<file path="src/rtl/load_store_unit.sv">
// Load/store unit: single-outstanding CPU data access to a one-port word memory.
// Sub-word stores are read-modify-write; misaligned/out-of-range requests fail without touching memory.
module load_store_unit #(
    parameter int IDX_W = 6
) (
    input  logic        clk,
    input  logic        reset,
    input  logic        req_valid,
    output logic        req_ready,
    input  logic        req_we,
    input  logic [1:0]  req_size,
    input  logic        req_unsigned,
    input  logic [31:0] req_addr,
    input  logic [31:0] req_wdata,
    output logic        resp_valid,
    output logic        resp_err,
    output logic [31:0] resp_rdata,
    output logic [6:0]  mem_addr,
    output logic [31:0] mem_wd,
    output logic        mem_memwrite,
    output logic        mem_memread,
    input  logic [31:0] mem_rd
);

    typedef enum logic [2:0] {IDLE, RD, CAP, WR, RESP} state_t;

    state_t             state;
    logic               we_q;
    logic               uns_q;
    logic [1:0]         size_q;
    logic [IDX_W+1:0]   addr_q;
    logic [31:0]        wdata_q;
    logic [31:0]        merge_q;

    logic               req_err;
    logic [7:0]         lane_b;
    logic [15:0]        lane_h;
    logic [31:0]        load_val;
    logic [31:0]        store_val;

    always_comb begin
        req_err = 1'b0;
        case (req_size)
            2'b01:   req_err = req_addr[0];
            2'b10:   req_err = |req_addr[1:0];
            2'b11:   req_err = 1'b1;
            default: req_err = 1'b0;
        endcase
        if (|(req_addr >> (IDX_W + 2)))
            req_err = 1'b1;
    end

    // Little-endian lane pick and extension of the captured memory word.
    always_comb begin
        case (addr_q[1:0])
            2'd0:    lane_b = mem_rd[7:0];
            2'd1:    lane_b = mem_rd[15:8];
            2'd2:    lane_b = mem_rd[23:16];
            default: lane_b = mem_rd[31:24];
        endcase
        lane_h = addr_q[1] ? mem_rd[31:16] : mem_rd[15:0];
        case (size_q)
            2'b00:   load_val = uns_q ? {24'h0, lane_b} : {{24{lane_b[7]}}, lane_b};
            2'b01:   load_val = uns_q ? {16'h0, lane_h} : {{16{lane_h[15]}}, lane_h};
            default: load_val = mem_rd;
        endcase
    end

    always_comb begin
        store_val = mem_rd;
        case (size_q)
            2'b00: begin
                case (addr_q[1:0])
                    2'd0:    store_val[7:0]   = wdata_q[7:0];
                    2'd1:    store_val[15:8]  = wdata_q[7:0];
                    2'd2:    store_val[23:16] = wdata_q[7:0];
                    default: store_val[31:24] = wdata_q[7:0];
                endcase
            end
            2'b01: begin
                if (addr_q[1]) store_val[31:16] = wdata_q[15:0];
                else           store_val[15:0]  = wdata_q[15:0];
            end
            default: store_val = wdata_q;
        endcase
    end

    always_ff @(posedge clk) begin
        if (reset) begin
            state      <= IDLE;
            we_q       <= 1'b0;
            uns_q      <= 1'b0;
            size_q     <= 2'b00;
            addr_q     <= '0;
            wdata_q    <= 32'h0;
            merge_q    <= 32'h0;
            resp_rdata <= 32'h0;
            resp_err   <= 1'b0;
        end else begin
            case (state)
                IDLE: begin
                    if (req_valid) begin
                        we_q    <= req_we;
                        uns_q   <= req_unsigned;
                        size_q  <= req_size;
                        addr_q  <= req_addr[IDX_W+1:0];
                        wdata_q <= req_wdata;
                        if (req_err) begin
                            resp_err   <= 1'b1;
                            resp_rdata <= 32'h0;
                            state      <= RESP;
                        end else if (req_we && req_size == 2'b10) begin
                            merge_q <= req_wdata;
                            state   <= WR;
                        end else begin
                            state <= RD;
                        end
                    end
                end
                RD:   state <= CAP;
                CAP: begin
                    if (we_q) begin
                        merge_q <= store_val;
                        state   <= WR;
                    end else begin
                        resp_rdata <= load_val;
                        resp_err   <= 1'b0;
                        state      <= RESP;
                    end
                end
                WR: begin
                    resp_rdata <= 32'h0;
                    resp_err   <= 1'b0;
                    state      <= RESP;
                end
                RESP:    state <= IDLE;
                default: state <= IDLE;
            endcase
        end
    end

    assign req_ready    = (state == IDLE);
    assign resp_valid   = (state == RESP);
    assign mem_memread  = (state == RD);
    assign mem_memwrite = (state == WR);
    assign mem_addr     = 7'(addr_q[IDX_W+1:2]);
    assign mem_wd       = merge_q;

endmodule

</file>
<file path="config.mk">
export PLATFORM = sky130hd
export DESIGN_NAME = load_store_unit
export DESIGN_NICKNAME = d
export VERILOG_FILES = /design/src/rtl/load_store_unit.sv
export SDC_FILE = /design/constraint.sdc
export NUM_CORES = 1
export LEC_CHECK = 0
export ABC_AREA = 1
export CORE_MARGIN = 3
export CORE_UTILIZATION = 54
export CTS_CLUSTER_SIZE = 24
export DETAILED_ROUTE_END_ITERATION = 8
export PLACE_DENSITY_LB_ADDON = 0.08
export SYNTH_ARGS = -nofsm -noshare
export SYNTH_HDL_FRONTEND = slang
export SYNTH_SLANG_ARGS = --single-unit
</file>
<file path="constraint.sdc">
create_clock -name clk -period 2.15 [get_ports clk]
set_input_delay 0.43 -clock clk [delete_from_list [all_inputs] [get_ports clk]]
set_output_delay 0.43 -clock clk [all_outputs]
set_load 0.05 [all_outputs]
</file>
==> out/qor.csv <==
metric,value,unit
n_antenna_cell,0,
tritoncts,built,
antenna_found_initial,0,
drv_cap,0,
path_cells,clkdlybuf4s50_1,
min-delay-path-class,reg -> reg,
synth_common_cells,"325 x nand2_1, 171 x nor2_1, 119 x inv_1",
critPathMaxFanout,2,
yosys.area.top_type,dfxtp_1,
vias,7896,
crit_type,reg -> out,
syn2layout_area_growth,32.8,%
yosysMostFrequentCell,nand2_1,
post_cts_buffers,0,
r2r_slack,200,ps
die_area,14100,µm²
yosysSeqAreaShare,0.327,
finalSetupViolCount,0,
grt_max_degree,70,
hold_viol,0,
status,"finished, final reports clean",
synth_xor_xnor_area_share,0,
syn_area_per_cell,5.93,µm²
cp_data_arrival_time,1550,ps
holdPathEnd,wdata_q[20]$_SDFFE_PP0P_,
critPathSlowestCell,clkdlybuf4s50_1,
skew,8.35,ps
clockBufferDepth,2,
crit_path_start_kind,flop,
gp_congestion,0.949,
powerDensity,587,nW/µm²
fin_setup_tns,0,ps
drcViolationCount,0,
fmaxAchievable,505,MHz
peakVddDrop,0.000441,V
hold_buffers,0,
grt_pass1_vias,7170,
rr_startpoint,addr_q[0]$_SDFFE_PP0P_,
fin_total_pwr,5.34,mW
wl_per_cell,15.4,µm
yosys.area_share.simple,0.363,
htreeDepth,3,
leakage,4.09,nW
synth_mux_area_frac,0,
cts-root-buf,clkbuf_16,
ys_top_cells_by_area,"dfxtp_1 33%, nand2_1 18%, nor2_1 9.4%",
timing.rr.end,resp_rdata[3]$_SDFFE_PP0P_,
io_buffers,177,
yosysUniqueCellTypes,29,
netlist_instances,1157,
first_pass_iters,6,
yosys_warnings,0,
ys.flop_type,dfxtp_1,
required,1720,ps
max_stage_delay,820,ps
via_per_inst,5.35,
syn_nets,1260,
rows,40,
start_util,0.562,
rr_worst_depth,8,
synth-edff-count,0,
synth_top_family_by_area,simple AND/OR/NAND/NOR gates,
crit_family,buffers and inverters,
drive_gt1_frac,0.0710,
drv_slew,0,
synth-adder-area-share,0,
post-route-period-util,0.921,
fin_nets,1407,
grt_overflow,0,
cts.sinks,112,
cp-end-kind,output port,
ant_nets,0,
die_h,119,µm
hpwl,16900,µm
drtIter0Drc,904,
synth-seq-cells,112,
crit_buf_inv,1,
die_x,119,µm
synth_compound_area_frac,0.183,
async_flop_share,0,
hp-start,wdata_q[20]$_SDFFE_PP0P_,
cts_made_buffers,9,
worstHoldPathCells,2,
postCtsResizedCells,0,
slew_headroom,0.648,
netlist_area,6860,µm²
clk_latency,360,ps
fin_crit,1980,ps
tightestPinTransition,527,ps
synth_top_area_share,0.327,
rsz0062_at_grt,no,
num_io_pins,179,
grt_pass1_wl,36500,µm
coreArea,12200,µm²
groute.usage.overall,0.319,
clkTransAtPathRegs,70,ps
finalWirelength,22700,µm
[where the power goes]
part / total (mW) / internal, mW / switching, mW
Clock: 1.66 / 0.813 / 0.849
Sequential: 2.24 / 2.18 / 0.0657
Combinational: 1.44 / 0.556 / 0.885
[worst register-to-register path: stages, from the launching register on]
cell and delay, ps:
dfxtp_1 500, inv_1 140, nor2_1 220, nand2_1 310, o21ai_0 180, nand2_1 70
a21oi_1 250, nor2_1 100, nor2_1 110
[cell usage in the layout, fill, tap and decap left out, types with 2 or more instances in the layout]
master and instances:
o211ai_1 31, nand4_1 7, o21ai_0 80, buf_4 37, inv_2 6, o21bai_1 5
or2_2 17, inv_8 2, dfxtp_1 112, clkdlybuf4s50_1 173, nand2_1 325, clkbuf_16 9
o22ai_1 5, nand2_2 4, nor2_1 171, nand3_1 78, a21oi_1 105, buf_12 7
inv_1 119, nor3_1 3, inv_6 2
[per-stage QoR]
stage	hold slack [ps]	std cells	area, µm²	utilization	worst slack (ps)
6_report	455	1477	9110	0.746	169
5_1_grt	488	1477	9110	0.746	51.9
4_1_cts	452	1477	9110	0.746	170
3_5_place_dp	441	1461	8820	0.722	3.72
3_3_place_gp	433	1461	8820	0.722	49.8
2_1_floorplan	425	1157	6860	-	251
[how the worst max path moves through the flow]
stage,start,to,slack [ps],depth (start not counted)
CTS,resp_rdata[2]$_SDFFE_PP0P_,resp_rdata[2],170,1
finish,resp_rdata[2]$_SDFFE_PP0P_,resp_rdata[2],170,1
detailed placement,req_addr[0],mem_wd[14]$_SDFFE_PP0P_,4,12
global route,addr_q[0]$_SDFFE_PP0P_,mem_wd[6]$_SDFFE_PP0P_,50,10
global placement,req_addr[0],mem_wd[23]$_SDFFE_PP0P_,50,12
floorplan,state[0]$_SDFFE_PP0P_,mem_memread,250,2
[state kept, by name, summed over array words and instances (netlist names)]
name / cells
mem_wd: 32
resp_rdata: 32
wdata_q: 32
addr_q: 8
state: 3
size_q: 2
resp_err: 1
uns_q: 1
we_q: 1
[metal layers]
| metal | part of all wire | up-vias | GRT usage |
|---|---|---|---|
| met2 | 0.47 | 391 | 0.533 |
| li1 | - | 3944 | - |
| met3 | 0.081 | 49 | 0.0411 |
| met5 | 0 | - | 0 |
| met4 | 0.024 | 0 | 0.104 |
| met1 | 0.42 | 3512 | 0.427 |
[cell type report]
type	instances	area [µm²]
multi-input combinational	839	3750
fill	1051	3110
sequential	112	2240
timing repair buffer	217	2150
inverter	125	469
clock buffer	9	225
tap	168	210
clock inverter	7	61.3
[kinds of logic after synthesis]
| group | Yosys count |
|---|---|
| and+or+nand+nor | 609 |
| AOI/OAI and AO/OA | 229 |
| buffers and inverters | 206 |
| DFF | 112 |
| other | 1 |
(Power assumes the default switching activity.)
